==> config.mk <==
export PLATFORM = sky130hd
export DESIGN_NAME = spi_slave_shift_flat
export DESIGN_NICKNAME = d
export VERILOG_FILES = /design/src/rtl/spi_slave_shift_if.sv /design/src/rtl/spi_slave_shift.sv /design/src/flat_wrapper.sv
export SDC_FILE = /design/constraint.sdc
export NUM_CORES = 1
export LEC_CHECK = 0
export CAP_MARGIN = 20
export CELL_PAD_IN_SITES_DETAIL_PLACEMENT = 1
export CELL_PAD_IN_SITES_GLOBAL_PLACEMENT = 2
export CORE_UTILIZATION = 39
export CTS_CLUSTER_DIAMETER = 60
export DETAILED_ROUTE_END_ITERATION = 8
export GPL_ROUTABILITY_DRIVEN = 0
export GPL_TIMING_DRIVEN = 0
export HOLD_SLACK_MARGIN = 0.02
export PLACE_DENSITY_LB_ADDON = 0.1
export SLEW_MARGIN = 25
export SYNTH_ARGS = -nofsm -noshare
export SYNTH_HDL_FRONTEND = slang
export SYNTH_SLANG_ARGS = --single-unit
export TNS_END_PERCENT = 5
==> constraint.sdc <==
create_clock -name pclk -period 4.95 [get_ports pclk]
set_clock_uncertainty 0.2 [all_clocks]
set_input_delay 0.495 -clock pclk [delete_from_list [all_inputs] [get_ports pclk]]
set_output_delay 0.495 -clock pclk [all_outputs]
set_load 0.05 [all_outputs]
==> src/rtl/spi_slave_shift_if.sv <==
// spi_slave_shift_if: local-side byte handshake of the SPI responder.
// TX one-entry buffer write port plus RX valid/ack/overflow port.
`timescale 1ns/1ps
interface spi_slave_shift_if #(
    parameter int DATA_W = 8
);
    logic [DATA_W-1:0] tx_data_i;
    logic              tx_load_i;
    logic              tx_ready_o;
    logic              tx_underrun_o;
    logic [DATA_W-1:0] rx_data_o;
    logic              rx_valid_o;
    logic              rx_ack_i;
    logic              rx_ovf_o;

    modport slave (
        input  tx_data_i,
        input  tx_load_i,
        input  rx_ack_i,
        output tx_ready_o,
        output tx_underrun_o,
        output rx_data_o,
        output rx_valid_o,
        output rx_ovf_o
    );

    modport master (
        output tx_data_i,
        output tx_load_i,
        output rx_ack_i,
        input  tx_ready_o,
        input  tx_underrun_o,
        input  rx_data_o,
        input  rx_valid_o,
        input  rx_ovf_o
    );
endinterface

==> src/rtl/spi_slave_shift.sv <==
// spi_slave_shift: SPI responder, all CPOL/CPHA modes, LSB/MSB first.
// Optional SPI_SLV_ECHO_EN: empty TX buffer echoes last rx byte.
`timescale 1ns/1ps
module spi_slave_shift #(
    parameter int DATA_W      = 8,
    parameter int SYNC_STAGES = 2
) (
    input  logic pclk,
    input  logic preset_n,
    input  logic cpol_i,
    input  logic cpha_i,
    input  logic lsbfe_i,
    input  logic sclk_i,
    input  logic ss_i,
    input  logic mosi_i,
    output logic miso_o,
    output logic miso_oe_o,
    output logic busy_o,
    spi_slave_shift_if.slave bus
);
    localparam int CW = (DATA_W > 1) ? $clog2(DATA_W) : 1;
    localparam logic [CW-1:0] LAST = CW'(DATA_W - 1);

    typedef enum logic {S_IDLE, S_ACTIVE} state_t;

    logic [SYNC_STAGES-1:0] r_sclk_sync;
    logic [SYNC_STAGES-1:0] r_ss_sync;
    logic [SYNC_STAGES-1:0] r_mosi_sync;
    logic                   r_sclk_prev;

    state_t            r_state;
    logic              r_cpol;
    logic              r_cpha;
    logic              r_lsbfe;
    logic              r_busy;
    logic              r_oe;
    logic [CW-1:0]     r_bit_cnt;
    logic [DATA_W-1:0] r_rx_shift;
    logic [DATA_W-1:0] r_tx_shift;

    logic [DATA_W-1:0] r_tx_buf;
    logic              r_tx_ready;
    logic              r_tx_udr;
    logic [DATA_W-1:0] r_rx_data;
    logic              r_rx_valid;
    logic              r_rx_ovf;

    logic              w_sclk;
    logic              w_ss;
    logic              w_mosi;
    logic              w_edge;
    logic              w_lead;
    logic              w_trail;
    logic              w_run;
    logic              w_enter;
    logic              w_sample;
    logic              w_shift;
    logic              w_done;
    logic              w_consume;
    logic              w_accept;
    logic              w_udr;
    logic [CW-1:0]     w_idx;
    logic [DATA_W-1:0] w_rx_next;
    logic [DATA_W-1:0] w_fill;
    logic [DATA_W-1:0] w_word;
    logic [DATA_W-1:0] w_adv;

    assign w_sclk = r_sclk_sync[SYNC_STAGES-1];
    assign w_ss   = r_ss_sync[SYNC_STAGES-1];
    assign w_mosi = r_mosi_sync[SYNC_STAGES-1];

    assign w_edge  = w_sclk ^ r_sclk_prev;
    assign w_lead  = w_edge & (w_sclk != r_cpol);
    assign w_trail = w_edge & (w_sclk == r_cpol);

    assign w_run    = (r_state == S_ACTIVE) & ~w_ss;
    assign w_enter  = (r_state == S_IDLE) & ~w_ss;
    assign w_sample = w_run & (r_cpha ? w_trail : w_lead);
    assign w_shift  = w_run & (r_cpha ? w_lead : w_trail);
    assign w_done   = w_sample & (r_bit_cnt == LAST);

    // A shift edge with a zero count is the first one after a completion
    // (cpha=0) or the leading edge of a new word (cpha=1).
    assign w_consume = (w_enter & ~cpha_i)
                     | (w_shift & (r_bit_cnt == '0));

    assign w_idx = r_lsbfe ? r_bit_cnt : (LAST - r_bit_cnt);

`ifdef SPI_SLV_ECHO_EN
    assign w_fill = r_rx_data;
    assign w_udr  = 1'b0;
`else
    assign w_fill = '0;
    assign w_udr  = w_consume & r_tx_ready;
`endif

    assign w_word   = r_tx_ready ? w_fill : r_tx_buf;
    assign w_accept = bus.tx_load_i & (r_tx_ready | w_consume);

    assign w_adv = r_lsbfe ? {1'b0, r_tx_shift[DATA_W-1:1]}
                           : {r_tx_shift[DATA_W-2:0], 1'b0};

    // Receive word with the incoming bit merged at its position
    always_comb begin
        w_rx_next        = r_rx_shift;
        w_rx_next[w_idx] = w_mosi;
    end

    // Synchronise the asynchronous SPI pins into pclk
    always_ff @(posedge pclk or negedge preset_n) begin
        if (!preset_n) begin
            r_sclk_sync <= '0;
            r_ss_sync   <= '1;
            r_mosi_sync <= '0;
            r_sclk_prev <= 1'b0;
        end else begin
            r_sclk_sync <= {r_sclk_sync[SYNC_STAGES-2:0], sclk_i};
            r_ss_sync   <= {r_ss_sync[SYNC_STAGES-2:0], ss_i};
            r_mosi_sync <= {r_mosi_sync[SYNC_STAGES-2:0], mosi_i};
            r_sclk_prev <= w_sclk;
        end
    end

    // Frame FSM with bit counter and both shifters
    always_ff @(posedge pclk or negedge preset_n) begin
        if (!preset_n) begin
            r_state    <= S_IDLE;
            r_cpol     <= 1'b0;
            r_cpha     <= 1'b0;
            r_lsbfe    <= 1'b0;
            r_busy     <= 1'b0;
            r_oe       <= 1'b0;
            r_bit_cnt  <= '0;
            r_rx_shift <= '0;
            r_tx_shift <= '0;
        end else begin
            unique case (r_state)
                S_IDLE: begin
                    if (!w_ss) begin
                        r_state    <= S_ACTIVE;
                        r_cpol     <= cpol_i;
                        r_cpha     <= cpha_i;
                        r_lsbfe    <= lsbfe_i;
                        r_busy     <= 1'b1;
                        r_oe       <= 1'b1;
                        r_bit_cnt  <= '0;
                        r_rx_shift <= '0;
                        r_tx_shift <= cpha_i ? '0 : w_word;
                    end
                end
                S_ACTIVE: begin
                    if (w_ss) begin
                        r_state    <= S_IDLE;
                        r_busy     <= 1'b0;
                        r_oe       <= 1'b0;
                        r_bit_cnt  <= '0;
                        r_rx_shift <= '0;
                        r_tx_shift <= '0;
                    end else begin
                        if (w_sample) begin
                            r_rx_shift <= w_done ? '0 : w_rx_next;
                            r_bit_cnt  <= w_done ? '0
                                        : r_bit_cnt + CW'(1);
                        end
                        if (w_shift) begin
                            r_tx_shift <= (r_bit_cnt == '0) ? w_word
                                                            : w_adv;
                        end
                    end
                end
                default: r_state <= S_IDLE;
            endcase
        end
    end

    // One-entry TX buffer; a write in the consume cycle refills it
    always_ff @(posedge pclk or negedge preset_n) begin
        if (!preset_n) begin
            r_tx_buf   <= '0;
            r_tx_ready <= 1'b1;
            r_tx_udr   <= 1'b0;
        end else begin
            r_tx_udr <= w_udr;
            if (w_accept) begin
                r_tx_buf   <= bus.tx_data_i;
                r_tx_ready <= 1'b0;
            end else if (w_consume) begin
                r_tx_ready <= 1'b1;
            end
        end
    end

    // RX hand-off; a completion beats a same-cycle ack
    always_ff @(posedge pclk or negedge preset_n) begin
        if (!preset_n) begin
            r_rx_data  <= '0;
            r_rx_valid <= 1'b0;
            r_rx_ovf   <= 1'b0;
        end else begin
            if (w_done) begin
                r_rx_data  <= w_rx_next;
                r_rx_valid <= 1'b1;
                r_rx_ovf   <= r_rx_valid & ~bus.rx_ack_i;
            end else begin
                r_rx_ovf <= 1'b0;
                if (bus.rx_ack_i) begin
                    r_rx_valid <= 1'b0;
                end
            end
        end
    end

    assign miso_o    = r_oe & (r_lsbfe ? r_tx_shift[0]
                                       : r_tx_shift[DATA_W-1]);
    assign miso_oe_o = r_oe;
    assign busy_o    = r_busy;

    assign bus.tx_ready_o    = r_tx_ready;
    assign bus.tx_underrun_o = r_tx_udr;
    assign bus.rx_data_o     = r_rx_data;
    assign bus.rx_valid_o    = r_rx_valid;
    assign bus.rx_ovf_o      = r_rx_ovf;
endmodule

==> src/flat_wrapper.sv <==
// flat-port wrapper written by rule: the top's interface ports become plain ports
module spi_slave_shift_flat 
#(
    parameter int DATA_W      = 8,
    parameter int SYNC_STAGES = 2
)
  (pclk, preset_n, cpol_i, cpha_i, lsbfe_i, sclk_i, ss_i, mosi_i, miso_o, miso_oe_o, busy_o, bus_tx_data_i, bus_tx_load_i, bus_rx_ack_i, bus_tx_ready_o, bus_tx_underrun_o, bus_rx_data_o, bus_rx_valid_o, bus_rx_ovf_o);
  spi_slave_shift_if #(.DATA_W(DATA_W)) bus_i ();
  input  logic pclk;
  input  logic preset_n;
  input  logic cpol_i;
  input  logic cpha_i;
  input  logic lsbfe_i;
  input  logic sclk_i;
  input  logic ss_i;
  input  logic mosi_i;
  output logic miso_o;
  output logic miso_oe_o;
  output logic busy_o;
  input wire logic [$bits(bus_i.tx_data_i)-1:0] bus_tx_data_i;
  input wire logic [$bits(bus_i.tx_load_i)-1:0] bus_tx_load_i;
  input wire logic [$bits(bus_i.rx_ack_i)-1:0] bus_rx_ack_i;
  output wire logic [$bits(bus_i.tx_ready_o)-1:0] bus_tx_ready_o;
  output wire logic [$bits(bus_i.tx_underrun_o)-1:0] bus_tx_underrun_o;
  output wire logic [$bits(bus_i.rx_data_o)-1:0] bus_rx_data_o;
  output wire logic [$bits(bus_i.rx_valid_o)-1:0] bus_rx_valid_o;
  output wire logic [$bits(bus_i.rx_ovf_o)-1:0] bus_rx_ovf_o;
  assign bus_i.tx_data_i = bus_tx_data_i;
  assign bus_i.tx_load_i = bus_tx_load_i;
  assign bus_i.rx_ack_i = bus_rx_ack_i;
  assign bus_tx_ready_o = bus_i.tx_ready_o;
  assign bus_tx_underrun_o = bus_i.tx_underrun_o;
  assign bus_rx_data_o = bus_i.rx_data_o;
  assign bus_rx_valid_o = bus_i.rx_valid_o;
  assign bus_rx_ovf_o = bus_i.rx_ovf_o;
  spi_slave_shift #(.DATA_W(DATA_W), .SYNC_STAGES(SYNC_STAGES)) u_core (.pclk(pclk), .preset_n(preset_n), .cpol_i(cpol_i), .cpha_i(cpha_i), .lsbfe_i(lsbfe_i), .sclk_i(sclk_i), .ss_i(ss_i), .mosi_i(mosi_i), .miso_o(miso_o), .miso_oe_o(miso_oe_o), .busy_o(busy_o), .bus(bus_i));
endmodule
==> results.sh, run 1 <==
export IMPL_place_area_um2=3280
export IMPL_start_kind="flop"
export IMPL_ir_drop_mv=0.127
export IMPL_syn2layout_area_growth_pct=20.2
export IMPL_max_clock_freq_ghz=0.333
export IMPL_antenna_cells=0
export IMPL_cp_top_family="buffers and inverters"
export IMPL_final_common_cell="dfrtp_1"
export IMPL_clock_latency_ns=0.31
export IMPL_nets=329
export IMPL_portBuffers=32
export IMPL_die_area_um2=7640
export IMPL_drt_iter0_drc=80
export IMPL_cts_tree="built"
export IMPL_grt_overflow=0
export IMPL_crit_chain="buf_2 > buf_2 > mux2i_1 > nor2b_1 > clkdlybuf4s50_1"
export IMPL_ys_seq_area_share_pct=45.0
export IMPL_synth_cells=267
export IMPL_seq_area_um2=1280
export IMPL_design_portCount=33
export IMPL_ant_nets=0
export IMPL_core_area_um2=6910
export IMPL_p_leak_uw=0.00136
export IMPL_dp_hpwl_um=4930
export IMPL_rows=30
export IMPL_postCtsSetupRepairBufs=0
export IMPL_cts_path_max_buffers=2
export IMPL_finalCritPeriodShare_pct=60.7
export IMPL_drv_cap=0
export IMPL_holdBufCountCts=0
export IMPL_vias=2220
export IMPL_utilization_pct=49.5
export IMPL_outcome="finished, final reports clean"
export IMPL_grtUsageTotal_pct=20.3
export IMPL_grt_pass1_wl_um=11900
export IMPL_cts_sinks=51
export IMPL_layout_common_cells="48 x dfrtp_1, 31 x clkdlybuf4s50_1, 21 x nand2_1, 21 x o21ai_0, 15 x o2bb2ai_1"
export IMPL_drc_errors=0
export IMPL_crit_fanout=10
export IMPL_crit_slowest_cell="clkdlybuf4s50_1"
export IMPL_cp_startpoint="u_core.r_lsbfe"
export IMPL_via_per_inst=5.51
export IMPL_fillCellCount=799
export IMPL_whs_ns=0.00889
export IMPL_drt_first_pass_iters=4
export IMPL_die_x_um=87.4
export IMPL_ys_async_sr_fraction_pct=100
export IMPL_cts_buffers_inserted=5
export IMPL_tightest_slew_ns=0.677
export IMPL_clkTransAtPathRegs_ns=0.10
export IMPL_hold_path_class="in -> async"
export IMPL_synth_top_area_cell="dfrtp_1"
export IMPL_synth_fp_nets=290
export IMPL_power_density_nw_per_um2=323
export IMPL_max_slew_margin_pct=54.9
export IMPL_synthTopCellsByArea="dfrtp_1 42%, mux2_2 5.5%, o2bb2ai_1 4.6%, o21ai_0 3.7%, o211ai_2 3.5%"
export IMPL_ys_warn_count=0
export IMPL_grt_pass1_vias=2295
export IMPL_final_hold_viol_count=0
export IMPL_finalMaxSlewViolations=0
export IMPL_post_synth_cell_area_avg_um2=10.7
export IMPL_yosysUniqueCellTypes=47
export IMPL_htree_levels=2
export IMPL_synth_edff_count=0
export IMPL_ys_seq_elements=51
export IMPL_antenna_found_initial=0
export IMPL_synth_top_cell_area_share_pct=42.2
export IMPL_grt_max_degree=52
export IMPL_rsz0062_at_grt="no"
export IMPL_setup_violations=0
export IMPL_synth_area_um2=2850
export IMPL_timing_final_crit_period_ns=3.00
export IMPL_multiInputGateArea_um2=1440
export IMPL_finalSetupTns_ns=0
export IMPL_start_util_pct=41.2
export IMPL_path_common_cell="buf_2"
export IMPL_drive_gt1_share_pct=17.9
export IMPL_wl_um=6980
export IMPL_die_y_um=87.4
export IMPL_final_cell_area_um2=3420
export IMPL_path_buf_inv=3
export IMPL_reg2reg_from="u_core.r_bit_cnt[0]"
export IMPL_routedWlPerCell_um=17.3
export IMPL_clock_tree_root_cell="clkbuf_8"
export IMPL_cts_resized=0
export IMPL_synthFlopType="dfrtp_1"
export IMPL_crit_required_ns=4.26
export IMPL_crit_type="reg -> out"
export IMPL_max_stage_delay_ns=0.81
export IMPL_worstSetupEndpointType="output port"
export IMPL_worstPathArrival_ns=2.31
==> through the flow <==
step,total power (uW),cells,setup slack [ns]
final,1100,403,1.95
after global routing,1160,403,1.80
after CTS,1120,403,1.93
after detailed placement,764,395,2.27
after global placement,757,395,1.58
after floorplan,682,267,2.68
==> registers in the layout, indices dropped and copies added, names as in the netlist <==
signal,count
u_core.bus.rx_data_o,8
u_core.bus.rx_ovf_o,1
u_core.bus.rx_valid_o,1
u_core.bus.tx_ready_o,1
u_core.bus.tx_underrun_o,1
u_core.busy_o,1
u_core.r_bit_cnt,3
u_core.r_cpha,1
u_core.r_cpol,1
u_core.r_lsbfe,1
u_core.r_mosi_sync,2
u_core.r_rx_shift,8
u_core.r_sclk_prev,1
u_core.r_sclk_sync,2
u_core.r_ss_sync,2
u_core.r_state,1
u_core.r_tx_buf,8
u_core.r_tx_shift,8
==> metal layers <==
layer	vias up	GRT usage (%)	share of wire (%)
met1	1117	31.1	53
met3	5	3.60	2.7
li1	1068	-	-
met2	30	29.5	44
met4	0	4.47	0.67
met5	-	0	0
==> final timing paths <==
kind	endpoint	slack (ns)	cells after the start
worst min-delay path	u_core.r_rx_shift[1]	0.009	1
max in group asynchronous	u_core.busy_o	4.10	1
worst min register to register	u_core.r_sclk_sync[1]	0.16	0
worst max register to register	u_core.r_tx_buf[5]	2.32	8
min in group pclk	u_core.r_sclk_sync[1]	0.16	0
worst max-delay path	miso_o	1.95	5
==> worst register-to-register path, stage by stage (launching register included) <==
cell	delay [ns]
dfrtp_1	0.37
clkbuf_1	0.38
clkinv_1	0.38
ha_1	0.32
nor2b_1	0.14
nand2_1	0.27
or2_1	0.17
buf_6	0.18
o211ai_2	0.10
==> final cells by class <==
class | instances | share of cell area (%)
Multi-Input combinational cell | 187 | 42.0
Timing Repair Buffer | 32 | 9.29
Sequential cell | 51 | 37.4
Clock inverter | 3 | 1.98
Clock buffer | 5 | 2.01
Tap cell | 96 | 3.51
Inverter | 12 | 1.32
Buffer | 17 | 2.41
==> report_power, final <==
part / leakage (uW) / switching (uW) / total (uW) / internal, uW
sequential: 0.000646 / 47.7 / 511 / 463
combinational: 0.000649 / 124 / 244 / 121
clock: 0.0000644 / 147 / 349 / 202
==> cell usage after synthesis, types with 9 or more instances <==
cell / n
inv_1: 11
mux2i_1: 9
nor2b_1: 13
a21oi_1: 9
nand2_1: 21
dfrtp_1: 48
o2bb2ai_1: 15
mux2_2: 14
o21ai_0: 21
nor2_1: 9
==> cells by family (layout without fill, tap and decap cells) <==
family	after synthesis	after routing	share of synthesized area, %
muxes	25	25	9.72
and+or+nand+nor	74	74	15.9
xor gates and xnor gates	2	2	1.28
adders and majority gates	5	5	2.20
AOI/OAI and AO/OA	81	81	21.5
buffers and inverters	29	69	4.49
DFF	51	51	45.0
(Power assumes the default switching activity.)
==> run 2, diff against run 1 <==
CORE_UTILIZATION = 36   (was 39)
clock period = 3.1 ns   (was 4.95 ns; I/O delays follow)
==> run 2 against run 1 <==
Design area shrank 1.1%. Sequential cell count is the same. Combinational power grew 59%. Clock-buffer cell count grew 3. Critical endpoint unchanged. Worst setup slack lost 1.6 ns. Highest routed layer unchanged. Total power grew 43%. Sequential power grew 58%.
==> results.sh, run 2 (synthesis gave the netlist of run 1 again) <==
export IMPL_rsz0062_at_grt="no"
export IMPL_clock_tree_root_cell="clkbuf_8"
export IMPL_utilization_pct=44.0
export IMPL_nets=330
export IMPL_outcome="finished, final reports clean"
export IMPL_holdBufCountCts=1
export IMPL_cts_path_max_buffers=2
export IMPL_ir_drop_mv=0.187
export IMPL_worstSetupEndpointType="output port"
export IMPL_pre_cts_ws_ns=0.470
export IMPL_fin_ws_ns=0.301
export IMPL_crit_chain="buf_2 > buf_2 > mux2i_1 > nor2b_1 > clkdlybuf4s50_1"
export IMPL_clkTransAtPathRegs_ns=0.10
export IMPL_cts_buffers_inserted=5
export IMPL_finalMaxSlewViolations=0
export IMPL_max_stage_delay_ns=0.80
export IMPL_postCtsSetupRepairBufs=0
export IMPL_core_area_um2=7690
export IMPL_dp_hpwl_um=4800
export IMPL_path_buf_inv=3
export IMPL_cts_resized=0
export IMPL_final_common_cell="dfrtp_1"
export IMPL_grtUsageTotal_pct=17.9
export IMPL_cts_tree="built"
export IMPL_wl_um=6710
export IMPL_die_y_um=90.9
export IMPL_grt_pass1_vias=2334
export IMPL_fillCellCount=871
export IMPL_routedWlPerCell_um=16.4
export IMPL_drive_gt1_share_pct=16.9
export IMPL_htree_levels=2
export IMPL_tightest_slew_ns=0.682
export IMPL_start_util_pct=37.0
export IMPL_final_cells=410
export IMPL_portBuffers=32
export IMPL_max_clock_freq_ghz=0.357
export IMPL_holdPathStages=0
export IMPL_power_density_nw_per_um2=465
export IMPL_drt_first_pass_iters=4
export IMPL_p_leak_uw=0.00134
export IMPL_rows=32
export IMPL_start_kind="flop"
export IMPL_hold_path_class="reg -> reg"
export IMPL_final_hold_viol_count=0
export IMPL_crit_type="reg -> out"
export IMPL_drt_iter0_drc=54
export IMPL_grt_pass1_wl_um=11800
export IMPL_crit_slowest_cell="clkdlybuf4s50_1"
export IMPL_worstPathArrival_ns=2.29
export IMPL_antenna_cells=0
export IMPL_vias=2181
export IMPL_antenna_found_initial=0
export IMPL_grt_overflow=0
export IMPL_finalCritPeriodShare_pct=90.3
export IMPL_timing_final_crit_period_ns=2.80
export IMPL_drc_errors=0
export IMPL_via_per_inst=5.32
export IMPL_layout_common_cells="48 x dfrtp_1, 31 x clkdlybuf4s50_1, 21 x nand2_1, 21 x o21ai_0, 15 x o2bb2ai_1"
export IMPL_r2r_cells=8
export IMPL_setup_violations=0
export IMPL_syn2layout_area_growth_pct=18.8
export IMPL_die_area_um2=8260
export IMPL_path_common_cell="buf_2"
export IMPL_crit_fanout=10
export IMPL_die_x_um=90.9
export IMPL_clock_latency_ns=0.30
export IMPL_place_inst=401
export IMPL_grt_max_degree=52
export IMPL_cts_sinks=51
export IMPL_design_portCount=33
export IMPL_drv_cap=0
export IMPL_max_slew_margin_pct=54.5
export IMPL_crit_required_ns=2.59
export IMPL_cp_depth=5
export IMPL_cp_top_family="buffers and inverters"
export IMPL_ant_nets=0
run 2: changes by cell type in the layout (fill, tap and decap cells not counted):
cell / change
dlygate4sd3_1: +1
bufinv_16: -2
clkbuf_1: +3
clkinvlp_4: -1
run 2: final timing paths:
check | start | to | slack, ns
setup / recovery | u_core.r_lsbfe | miso_o | 0.30
hold / removal | u_core.r_mosi_sync[0] | u_core.r_mosi_sync[1] | 0.16
setup reg to reg | u_core.r_bit_cnt[0] | u_core.r_tx_buf[6] | 0.45
hold reg to reg | u_core.r_mosi_sync[0] | u_core.r_mosi_sync[1] | 0.16
max in group asynchronous | preset_n | u_core.r_tx_shift[7] | 1.88
min in group asynchronous | preset_n | u_core.bus.rx_data_o[6] | 0.38
run 2: per-layer routing:
metal | GRT usage, % | vias to the layer above | routed length [um]
met4 | 4.23 | 0 | 30
met3 | 3.28 | 2 | 161
met2 | 30.9 | 29 | 3370
met1 | 23.2 | 1083 | 3140
met5 | 0 | - | 0
li1 | - | 1067 | -
run 2: cell type report:
cell class	instances	area [um2]	share of cell area, %
Tap cell	102	128	3.77
Buffer	17	82.6	2.44
Clock buffer	8	80.1	2.37
Sequential cell	51	1280	37.9
Inverter	12	45.0	1.33
Multi-Input combinational cell	187	1440	42.5
Timing Repair Buffer	33	328	9.70
run 2: per-stage QoR:
step | setup TNS [ns] | hold slack, ns | power, uW | cell area (um2)
after floorplan | 0 | -0.186 | 1090 | 2850
after global placement | -6.40 | 0.132 | 1210 | 3290
after detailed placement | 0 | 0.142 | 1220 | 3290
after CTS | 0 | 0.162 | 1600 | 3380
after global routing | 0 | 0.164 | 1670 | 3380
final | 0 | 0.158 | 1570 | 3380
run 2: where the power goes:
group / total (uW) / switching, uW / internal [uW]
combinational: 387 / 194 / 194
sequential: 809 / 69.4 / 740
clock: 377 / 216 / 161
